## src/rtl/verinject_injection_scheduler.sv

```systemverilog
// Injection scheduler: replays a table of (cycle, bit-index) entries onto the shared
// injector bus during a run, with idle and FIFO-reset codes between injections.
module verinject_injection_scheduler #(
  parameter int DEPTH      = 8,
  parameter int DEPTH_LOG2 = 3
) (
  input  logic        clock,
  input  logic        reset,
  input  logic        load_valid,
  output logic        load_ready,
  input  logic [31:0] load_cycle,
  input  logic [31:0] load_index,
  input  logic        flush,
  input  logic        start,
  input  logic        clear_req,
  output logic        busy,
  output logic        done,
  output logic        late,
  output logic [31:0] cycle_count,
  output logic [31:0] verinject__injector_state
);

  typedef enum logic [1:0] {IDLE, RUN, CLEAR} state_t;

  localparam logic [31:0]         IDLE_CODE  = 32'hFFFF_FFFF;
  localparam logic [31:0]         RESET_CODE = 32'hFFFF_FFFE;
  localparam logic [DEPTH_LOG2:0] FULL       = (DEPTH_LOG2 + 1)'(DEPTH);
  localparam logic [DEPTH_LOG2:0] PTR_ONE    = (DEPTH_LOG2 + 1)'(1);
  localparam logic [DEPTH_LOG2:0] PTR_ZERO   = '0;

  state_t state_reg, state_next;

  logic [DEPTH_LOG2:0] count_reg, count_next;
  logic [DEPTH_LOG2:0] wr_ptr_reg, wr_ptr_next;
  logic [DEPTH_LOG2:0] rd_ptr_reg, rd_ptr_next;
  logic [31:0]         cycle_count_reg, cycle_count_next;
  logic [31:0]         bus_reg, bus_next;
  logic                busy_reg, busy_next;
  logic                done_reg, done_next;
  logic                late_reg, late_next;

  logic [31:0] cycle_mem [DEPTH];
  logic [31:0] index_mem [DEPTH];

  logic [31:0] head_cycle;
  logic [31:0] head_index;
  logic        run_end;
  logic        fire;
  logic        load_accept;

  assign head_cycle  = cycle_mem[rd_ptr_reg[DEPTH_LOG2-1:0]];
  assign head_index  = index_mem[rd_ptr_reg[DEPTH_LOG2-1:0]];
  assign run_end     = (rd_ptr_reg == count_reg);
  assign fire        = !run_end && (head_cycle <= cycle_count_reg);
  assign load_ready  = (state_reg == IDLE) && (count_reg < FULL);
  // Higher-priority controls in the same cycle suppress the write.
  assign load_accept = load_valid && load_ready && !clear_req && !flush && !start;

  always_ff @(posedge clock) begin
    if (load_accept) begin
      cycle_mem[wr_ptr_reg[DEPTH_LOG2-1:0]] <= load_cycle;
      index_mem[wr_ptr_reg[DEPTH_LOG2-1:0]] <= load_index;
    end
  end

  always_ff @(posedge clock) begin
    if (reset) begin
      state_reg <= IDLE;
    end else begin
      state_reg <= state_next;
    end
  end

  always_comb begin
    state_next = state_reg;
    unique case (state_reg)
      IDLE: begin
        if (clear_req) begin
          state_next = CLEAR;
        end else if (!flush && start && (count_reg != PTR_ZERO)) begin
          state_next = RUN;
        end
      end
      RUN: begin
        if (clear_req) begin
          state_next = CLEAR;
        end else if (run_end) begin
          state_next = IDLE;
        end
      end
      CLEAR: begin
        if (!clear_req) begin
          state_next = IDLE;
        end
      end
      default: state_next = IDLE;
    endcase
  end

  always_comb begin
    count_next       = count_reg;
    wr_ptr_next      = wr_ptr_reg;
    rd_ptr_next      = rd_ptr_reg;
    cycle_count_next = cycle_count_reg;
    bus_next         = IDLE_CODE;
    busy_next        = busy_reg;
    done_next        = 1'b0;
    late_next        = late_reg;
    if (clear_req) begin
      bus_next    = RESET_CODE;
      busy_next   = 1'b0;
      rd_ptr_next = PTR_ZERO;
    end else begin
      unique case (state_reg)
        IDLE: begin
          if (flush) begin
            count_next  = PTR_ZERO;
            wr_ptr_next = PTR_ZERO;
            rd_ptr_next = PTR_ZERO;
            late_next   = 1'b0;
          end else if (start) begin
            late_next = 1'b0;
            if (count_reg != PTR_ZERO) begin
              busy_next        = 1'b1;
              cycle_count_next = '0;
              rd_ptr_next      = PTR_ZERO;
            end else begin
              done_next = 1'b1;
            end
          end else if (load_accept) begin
            wr_ptr_next = wr_ptr_reg + PTR_ONE;
            count_next  = count_reg + PTR_ONE;
          end
        end
        RUN: begin
          if (cycle_count_reg != 32'hFFFF_FFFF) begin
            cycle_count_next = cycle_count_reg + 32'd1;
          end
          if (run_end) begin
            busy_next = 1'b0;
            done_next = 1'b1;
          end else if (fire) begin
            rd_ptr_next = rd_ptr_reg + PTR_ONE;
            // Entries carrying a reserved code are consumed silently.
            if (head_index < RESET_CODE) begin
              bus_next = head_index;
            end
            if (head_cycle < cycle_count_reg) begin
              late_next = 1'b1;
            end
          end
        end
        default: ;
      endcase
    end
  end

  always_ff @(posedge clock) begin
    if (reset) begin
      count_reg       <= PTR_ZERO;
      wr_ptr_reg      <= PTR_ZERO;
      rd_ptr_reg      <= PTR_ZERO;
      cycle_count_reg <= '0;
      bus_reg         <= IDLE_CODE;
      busy_reg        <= 1'b0;
      done_reg        <= 1'b0;
      late_reg        <= 1'b0;
    end else begin
      count_reg       <= count_next;
      wr_ptr_reg      <= wr_ptr_next;
      rd_ptr_reg      <= rd_ptr_next;
      cycle_count_reg <= cycle_count_next;
      bus_reg         <= bus_next;
      busy_reg        <= busy_next;
      done_reg        <= done_next;
      late_reg        <= late_next;
    end
  end

  assign busy                     = busy_reg;
  assign done                     = done_reg;
  assign late                     = late_reg;
  assign cycle_count              = cycle_count_reg;
  assign verinject__injector_state = bus_reg;

endmodule

```

## config.mk

```make
export PLATFORM = sky130hd
export DESIGN_NAME = verinject_injection_scheduler
export DESIGN_NICKNAME = d
export VERILOG_FILES = /design/src/rtl/verinject_injection_scheduler.sv
export SDC_FILE = /design/constraint.sdc
export NUM_CORES = 1
export LEC_CHECK = 0
export CAP_MARGIN = 10
export CORE_UTILIZATION = 55
export CTS_BUF_LIST = sky130_fd_sc_hd__clkbuf_16
export CTS_CLUSTER_DIAMETER = 40
export DETAILED_ROUTE_END_ITERATION = 7
export DONT_BUFFER_PORTS = 1
export PLACE_DENSITY = 0.7
export SETUP_SLACK_MARGIN = 0.3
export SYNTH_ARGS = -nofsm -noshare
export SYNTH_HDL_FRONTEND = slang
export SYNTH_SLANG_ARGS = --single-unit
```

## constraint.sdc

```tcl
create_clock -name clock -period 16.4 [get_ports clock]
set_clock_uncertainty 0.15 [all_clocks]
set_input_delay 1.64 -clock clock [delete_from_list [all_inputs] [get_ports clock]]
set_output_delay 1.64 -clock clock [all_outputs]
set_load 0.005 [all_outputs]
```

==> out/qor.yml, run 1 <==
outcome:
  status: "finished, final reports clean"
timing:
  finalCriticalPeriod_ns: 5.703
  timing.final.max_slew_violations: 0
  slew-limit-headroom_pct: 25.53
  setup_ws_ns: 10.70
  setup_tns_ns: 0
  rsz0062_at_grt: "false"
  worstMarginPinSlew_ns: 1.117
  max_freq_mhz: 175.4
  finalCritPeriodShare_pct: 34.77
  final-setup-viol-count: 0
  hold_viol_final: 0
worst_hold_path:
  min_path_cells: 2
  hp-class: "register to register"
  hold_start: "wr_ptr_reg[0]"
  min_to: "wr_ptr_reg[0]"
yosys:
  synth_area_leaders: "edfxtp_1, mux4_2, dfxtp_1"
  ys_seq_elements: 595
  yosys_warnings: 0
  synth_seq_area_share_pct: 73.15
  synth_edf_count: 512
  avgSynthCellArea_um2: 18.86
  synth_cell_types: 53
  synth_top_area_share_pct: 66.01
  synthArstFlopShare_pct: 0
  yosysTopAreaCell: "edfxtp_1"
  synth_nets: 1342
  synth_flop_cell: "edfxtp_1"
  syn_inst: 1235
  synth_area_mm2: 0.02329
routing:
  wirelength_mm: 48.25
  drc: 0
  drtIter0Drc: 1133
  wl_per_cell_um: 25.64
  ant_nets: 0
  vias: 11500
  via_per_inst: 6.110
  drt_pass1_iterations: 5
global_route:
  grt_pass1_wl_mm: 73.62
  grt_pass1_vias: 11840
  grt_max_degree: 66
  antenna_found_initial: 1
  grt_usage_pct: 23.14
  grt_overflow: 0
critical_path:
  worstSetupPathType: "register to register"
  r2r_end: "verinject__injector_state[1]"
  r2r_slack_ns: 10.70
  worst_ep_required_time_ns: 16.72
  reg2reg_depth: 12
  cp_max_fo: 52
  crit_arrival_ns: 6.02
  worstSetupEndpointType: "register"
  worstSetupStartpointType: "register"
cells_and_area:
  area_delta_synth_final_pct: 13.51
  layout_common_cells: "edfxtp_1, mux4_2, dfxtp_1"
  layout-drive-gt1-share_pct: 22.86
  diodes: 0
  final_common_cell: "edfxtp_1"
  fin_nets: 1387
power:
  ir_drop_uv: 118.8
  leakage_nw: 8.120
  power_density_mw_per_mm2: 123.9
place:
  dp_slack_ns: 10.68
  portBuffers: 0
  place.gp.congestion: 0.8842
  dpl.hpwl_mm: 27.65
run:
  drv_cap: 0
floorplanning:
  fp.dieH_um: 207.8
  coreArea_mm2: 0.04185
  ios: 138
  placementRows: 75
  die_x_um: 207.8
  fp.dieArea_mm2: 0.04317
  start_util_pct: 55.65
clocking:
  path_clk_slew_ns: 0.05
  cts_tree: "built"
  cts_made_buffers: 75
  cts_buffer_depth: 3
  cts_setup_buffers: 0
  cts_htree_levels: 3
  cts_hold_buf: 0
  cts_resized: 0
  clockRootBuffer: "clkbuf_16"
  clk_latency_ns: 0.59
  clock-sinks: 595
[metrics by stage]
stage | hold slack (ns) | instance area [um2] | power [mW] | cells | util, %
after floorplan | 0.3118 | 23290 | 1.694 | 1235 | -
after global placement | 0.3198 | 23930 | 1.698 | 1742 | 57.19
after detailed placement | 0.3331 | 23930 | 1.698 | 1742 | 57.19
after CTS | 0.3394 | 26440 | 3.302 | 1882 | 63.16
after global routing | 0.3862 | 26440 | 3.361 | 1882 | 63.16
final | 0.3372 | 26440 | 3.276 | 1882 | 63.16
[cell families (layout without fill, tap and decap cells)]
| group | count (synthesis) | in the layout | synth area share (%) |
|---|---|---|---|
| muxes | 191 | 191 | 15.26 |
| adders and majority gates | 37 | 37 | 1.988 |
| and+or+nand+nor | 225 | 225 | 4.937 |
| DFF | 595 | 595 | 73.15 |
| AOI/OAI and AO/OA | 73 | 73 | 2.004 |
| xor gates and xnor gates | 31 | 31 | 1.166 |
| buffers and inverters | 83 | 191 | 1.493 |
[synth_stat cells, types with 4 or more instances]
master / instances
nor2_1: 52
or3_1: 7
mux2_2: 33
nand4_1: 24
nand2b_1: 9
ha_1: 37
nor3b_1: 4
clkbuf_1: 20
xor2_1: 6
a21oi_1: 24
mux4_2: 128
xnor2_1: 25
dfxtp_1: 83
buf_2: 11
buf_4: 6
nor3_1: 14
nand2_1: 56
nand3_1: 19
o21ai_0: 15
inv_1: 35
nor4_1: 21
buf_1: 11
a21o_1: 7
mux2i_1: 30
and4_1: 5
edfxtp_1: 512
[metal layers]
metal  vias to the layer above  global-route usage, %  part of all wire, %
li1                       5075                      -                    -
met4                         0                  7.024                  2.3
met1                      5929                  31.09                   41
met5                         -                      0                    0
met2                       410                  36.52                   48
met3                        85                  7.292                  8.6
[how the worst max path moves through the flow]
stage	from	to	slack, ns	cells past startpoint
6_report	register	verinject__injector_state[1]	10.70	12
5_1_grt	register	verinject__injector_state[27]	10.26	12
4_1_cts	register	verinject__injector_state[1]	10.67	12
3_5_place_dp	register	verinject__injector_state[1]	10.68	12
3_3_place_gp	register	verinject__injector_state[1]	10.76	12
2_1_floorplan	clear_req	cycle_mem[0][0]	9.00	4
[power by group]
group	switching (mW)	total [mW]	internal [mW]
Sequential	0.00181	1.65	1.65
Combinational	0.0114	0.0192	0.00786
Clock	0.633	1.61	0.976
Total	0.646	3.28	2.63
[critical path: stages (launching register included)]
cell and delay, ns:
dfxtp_4 0.99, buf_4 0.91, mux4_2 0.60, mux2_2 0.29, ha_1 0.32, nand4_1 0.19
or4_4 0.49, o21bai_1 0.17, o22ai_1 0.14, nor3_4 0.44, nor3b_4 0.25, buf_4 0.40
nand3_1 0.12
[area by class of cell]
class,instances,area [um2]
clock buffers,77,1927
clock inverters,63,574.3
fillers,2852,15420
inverters,35,131.4
multi-input cells,557,5961
flip-flops and latches,595,17050
well taps,539,674.4
repair buffers,16,120.1
Power figures use the tool's default switching activity.
==> run 2, diff against run 1 <==
==> constraint.sdc (replaced) <==
create_clock -name clock -period 5.6 [get_ports clock]
set_clock_uncertainty 0.15 [all_clocks]
set_input_delay 0.56 -clock clock [delete_from_list [all_inputs] [get_ports clock]]
set_output_delay 0.56 -clock clock [all_outputs]
set_load 0.005 [all_outputs]
==> run 2 against run 1 <==
Die area stayed put; total power increased to 3.0 times the previous value; clock power grew to 3.0 times the previous value; critical path type unchanged; highest routed layer is now met5; sequential power increased to 2.9 times the previous value; setup slack worse by 9.8 ns.
==> out/qor.yml, run 2 (synthesized netlist as in run 1, its figures left out) <==
cells_and_area:
  area_delta_synth_final_pct: 17.18
  final_core_util_pct: 65.20
  final_common_cell: "edfxtp_1"
  layout_common_cells: "edfxtp_1, mux4_2, dfxtp_1"
  layout-drive-gt1-share_pct: 23.02
  final_area_mm2: 0.02729
  fin_nets: 1464
run:
  drv_cap: 0
routing:
  drc: 0
  vias: 11890
  wl_per_cell_um: 25.05
  via_per_inst: 6.078
  ant_nets: 0
  drtIter0Drc: 1067
  drt_pass1_iterations: 6
  wirelength_mm: 48.99
clocking:
  path_clk_slew_ns: 0.06
  clockRootBuffer: "clkbuf_16"
  cts_resized: 0
  clock-sinks: 595
  cts_made_buffers: 75
  cts_setup_buffers: 0
  cts_tree: "built"
  cts_buffer_depth: 3
  cts_htree_levels: 3
  clk_latency_ns: 0.59
worst_hold_path:
  hp-class: "input pin to register"
  hold_start: "reset"
critical_path:
  worstSetupStartpointType: "register"
  crit_chain: "buf_12 -> mux4_2 -> mux2_2 -> ha_1 -> nand4_1 -> or4_1 -> nor2_1 -> o22ai_1 -> nor3_4 -> nor3b_4 -> buf_4 -> nand3_1"
  r2r_slack_ns: 0.86
  critPathMaxStageDelay_ns: 0.63
  worst_ep_required_time_ns: 5.90
  crit_arrival_ns: 5.04
  crit_slowest_cell: "dfxtp_4"
  worstSetupEndpointType: "register"
  worstSetupPathType: "register to register"
  cp_max_fo: 35
power:
  swShare_pct: 19.93
  ir_drop_uv: 338.2
  total_power_mw: 9.813
  pwr-share-comb_pct: 1.4
  leakage_nw: 8.475
  power.net_switching_mw: 1.955
  seq_power_share_pct: 49.1
  power_density_mw_per_mm2: 359.6
  power.share.clock_pct: 49.4
  p_int_mw: 7.858
timing:
  worstMarginPinSlew_ns: 0.9948
  final-setup-viol-count: 0
  finalCritPeriodShare_pct: 84.58
  max_freq_mhz: 211.1
  rsz0062_at_grt: "false"
  timing.final.max_slew_violations: 0
  setup_tns_ns: 0
  hold_viol_final: 0
  finalCriticalPeriod_ns: 4.737
  slew-limit-headroom_pct: 33.68
floorplanning:
  start_util_pct: 55.65
  coreArea_mm2: 0.04185
  die_x_um: 207.8
  placementRows: 75
  ios: 138
  fp.dieArea_mm2: 0.04317
  fp.dieH_um: 207.8
place:
  placed_area_mm2: 0.02407
  portBuffers: 0
  place.gp.congestion: 0.8585
  dpl.hpwl_mm: 28.57
global_route:
  grt_pass1_vias: 12150
  antenna_found_initial: 3
  grt_max_degree: 65
  grt_overflow: 0
  grt_usage_pct: 23.49
  grt_pass1_wl_mm: 75.18
outcome:
  status: "finished, final reports clean"
## run 2: changes by cell type in the layout (fill, tap and decap cells not counted), sizes merged
cell / previous run / this run
dlygate4sd3: 0 / 66
clkinv: 21 / 22
clkbuf: 77 / 78
buf: 16 / 27
clkinvlp: 10 / 5
diode: 0 / 1
inv: 60 / 57
bufinv: 7 / 9
## run 2: repair_timing
item / in CTS / in global routing
setup endpoints to repair: 0 / 0
hold buffers: 66 / 0
hold endpoints to repair: 518 / 0
## run 2: routing by layer
| metal | up-vias | part of all wire (%) | GRT usage, % |
|---|---|---|---|
| met5 | - | 0.051 | 0 |
| met4 | 4 | 2.1 | 6.922 |
| met3 | 93 | 7.5 | 6.293 |
| met2 | 457 | 48 | 36.88 |
| met1 | 6091 | 42 | 32.60 |
| li1 | 5243 | - | - |
## run 2: power by group through the flow
stage | clock network, mW | logic [mW] | registers [mW]
final | 4.85 | 0.139 | 4.82
after global routing | 5.10 | 0.153 | 4.82
after CTS | 4.92 | 0.139 | 4.82
after detailed placement | 0 | 0.0569 | 4.92
after global placement | 0 | 0.0557 | 4.92
after floorplan | 0 | 0.0428 | 4.92
## run 2: cell type report
class	count	area (um2)
fill	2744	14560
tap	539	674.4
clock buffer	78	1952
timing repair buffer	93	900.9
sequential	595	17050
clock inverter	58	608.1
inverter	35	131.4
multi-input combinational	557	5973
antenna	1	2.502
## run 2: final timing paths
path | cells after the start | to
max | 12 | verinject__injector_state[1]
min | 2 | late
max reg2reg | 12 | verinject__injector_state[1]
min reg2reg | 2 | wr_ptr_reg[0]
## run 2: metrics by stage
step / hold slack [ns] / instances / setup slack, ns
2_1_floorplan: 0.3118 / 1235 / 0.9966
3_3_place_gp: 0.3197 / 1753 / 0.9355
3_5_place_dp: 0.3395 / 1753 / 0.8407
4_1_cts: 0.03743 / 1955 / 0.8129
5_1_grt: 0.04690 / 1956 / 0.5739
6_report: 0.06522 / 1956 / 0.8634
## run 2: critical path, delay by kind of cell (launching register included)
family / cells / cell delay, ns
buffers and inverters: 2 / 0.73
AOI/OAI and AO/OA: 1 / 0.13
muxes: 2 / 0.81
DFF: 1 / 0.63
adders and majority gates: 1 / 0.30
and+or+nand+nor: 6 / 1.77
==> run 3, diff against run 2 <==
==> constraint.sdc (replaced) <==
create_clock -name clock -period 4.95 [get_ports clock]
set_clock_uncertainty 0.15 [all_clocks]
set_input_delay 0.495 -clock clock [delete_from_list [all_inputs] [get_ports clock]]
set_output_delay 0.495 -clock clock [all_outputs]
set_load 0.005 [all_outputs]
==> run 3 against run 2 <==
Global-route usage down 0.25 points; maximum frequency is 7.4% higher; first-iteration DRC count shrank 4.4%; via count fell by 0.43%; largest power group is now registers; combinational power increased by 15%.
==> out/qor.yml, run 3 (synthesized netlist as in run 1, its figures left out) <==
floorplanning:
  die_x_um: 207.8
  start_util_pct: 55.65
  fp.dieArea_mm2: 0.04317
  ios: 138
  coreArea_mm2: 0.04185
  fp.dieH_um: 207.8
  placementRows: 75
clocking:
  clk_latency_ns: 0.59
  cts_made_buffers: 75
  cts_setup_buffers: 0
  path_clk_slew_ns: 0.06
  cts_buffer_depth: 3
  clock-sinks: 595
  clockRootBuffer: "clkbuf_16"
  cts_tree: "built"
  cts_htree_levels: 3
global_route:
  busiest_layer: "met2"
  grt_pass1_wl_mm: 74.51
  met3_usage_pct: 5.461
  grt_usage_pct: 23.24
  met1_usage_pct: 32.07
  antenna_found_initial: 5
  grt_overflow: 0
  grt_use_met2_pct: 36.94
  grt_max_degree: 65
  grt_pass1_vias: 12300
power:
  power.share.clock_pct: 48.5
  swShare_pct: 20.19
  power.net_switching_mw: 2.202
  total_power_mw: 10.91
  leakage_nw: 8.513
  p_int_mw: 8.708
  ir_drop_uv: 348.9
  seq_power_share_pct: 50.0
  power_density_mw_per_mm2: 398.2
  pwr-share-comb_pct: 1.5
place:
  portBuffers: 0
  dpl.hpwl_mm: 29.00
  place.gp.congestion: 0.8716
  placed_area_mm2: 0.02423
  dp_slack_ns: 0.4208
routing:
  vias: 11840
  drtIter0Drc: 1020
  drt_pass1_iterations: 7
  ant_nets: 0
  wl_per_cell_um: 24.68
  drc: 0
  wirelength_mm: 48.59
  via_per_inst: 6.012
critical_path:
  crit_chain: "buf_12 -> mux4_2 -> mux2_2 -> ha_1 -> nand4_1 -> or4_1 -> nor2_1 -> a311oi_1 -> nor3_4 -> nor3b_4 -> buf_6 -> nand2_1"
  worstSetupPathType: "register to register"
  crit_slowest_cell: "or4_1"
  worstSetupEndpointType: "register"
  worstSetupStartpointType: "register"
  cp_max_fo: 31
  crit_arrival_ns: 4.72
  worst_ep_required_time_ns: 5.26
  critPathMaxStageDelay_ns: 0.60
timing:
  rsz0062_at_grt: "false"
  setup_ws_ns: 0.5393
  slew-limit-headroom_pct: 32.47
  setup_tns_ns: 0
  finalCriticalPeriod_ns: 4.411
  final-setup-viol-count: 0
  whs_ns: 0.03953
  hold_viol_final: 0
  timing.final.max_slew_violations: 0
  max_freq_mhz: 226.7
  worstMarginPinSlew_ns: 1.013
  finalCritPeriodShare_pct: 89.11
cells_and_area:
  layout_common_cells: "edfxtp_1, mux4_2, dfxtp_1"
  area_delta_synth_final_pct: 17.66
  layout-drive-gt1-share_pct: 23.09
  final_area_mm2: 0.02740
  final_common_cell: "edfxtp_1"
  fin_nets: 1473
worst_hold_path:
  hp-class: "input pin to register"
outcome:
  status: "finished, final reports clean"
run:
  drv_cap: 0
-- run 3: changes by cell type in the layout (fill, tap and decap cells not counted), sizes merged --
cell / change
inv: +4
clkbuf: -1
bufinv: -3
buf: +7
clkinv: -2
diode: +4
clkinvlp: +2
dlygate4sd3: +2
-- run 3: layout make-up --
| cell class | instances | area [um2] |
|---|---|---|
| Inverter | 35 | 131.4 |
| Clock buffer | 77 | 1927 |
| Timing Repair Buffer | 102 | 1090 |
| Tap cell | 539 | 674.4 |
| Multi-Input combinational cell | 557 | 5973 |
| Sequential cell | 595 | 17050 |
| Antenna cell | 5 | 12.51 |
| Fill cell | 2793 | 14450 |
| Clock inverter | 59 | 546.8 |
-- run 3: power groups by stage --
stage | logic [mW] | clock network, mW | registers, mW
6_report | 0.160 | 5.30 | 5.45
5_1_grt | 0.176 | 5.57 | 5.45
4_1_cts | 0.161 | 5.40 | 5.45
3_5_place_dp | 0.0651 | 0 | 5.56
3_3_place_gp | 0.0644 | 0 | 5.56
2_1_floorplan | 0.0484 | 0 | 5.56
-- run 3: worst paths after layout --
| path | cells past startpoint | end | slack [ns] | startpoint |
|---|---|---|---|---|
| max reg2reg | 12 | verinject__injector_state[15] | 0.54 | register |
| min | 2 | wr_ptr_reg[2] | 0.04 | flush |
| min reg2reg | 2 | wr_ptr_reg[0] | 0.35 | wr_ptr_reg[0] |
| max | 12 | verinject__injector_state[15] | 0.54 | register |
-- run 3: metal layers --
metal  vias up  part of all wire (%)
met5         -                 0.047
met4         4                   2.5
met1      6030                    42
met3        91                   7.6
met2       445                    48
li1       5267                     -
-- run 3: what timing repair did --
action,CTS,global route
hold buffers,68,0
endpoints found under the hold margin,523,0
setup endpoints to repair,0,31
gates resized for setup,0,1
-- run 3: critical path, delay by kind of cell, from the launching register on --
kind | cells | cell delay (ns)
simple gates | 6 | 1.72
mux | 2 | 0.81
buf+inv | 2 | 0.58
flops | 1 | 0.54
fa+ha+maj | 1 | 0.32
compound gates | 1 | 0.09
-- run 3: through the flow --
stage | util (%) | instances
global placement | 57.90 | 1760
finish | 65.47 | 1969
CTS | 65.44 | 1964
floorplan | - | 1235
global route | 65.46 | 1966
detailed placement | 57.90 | 1760
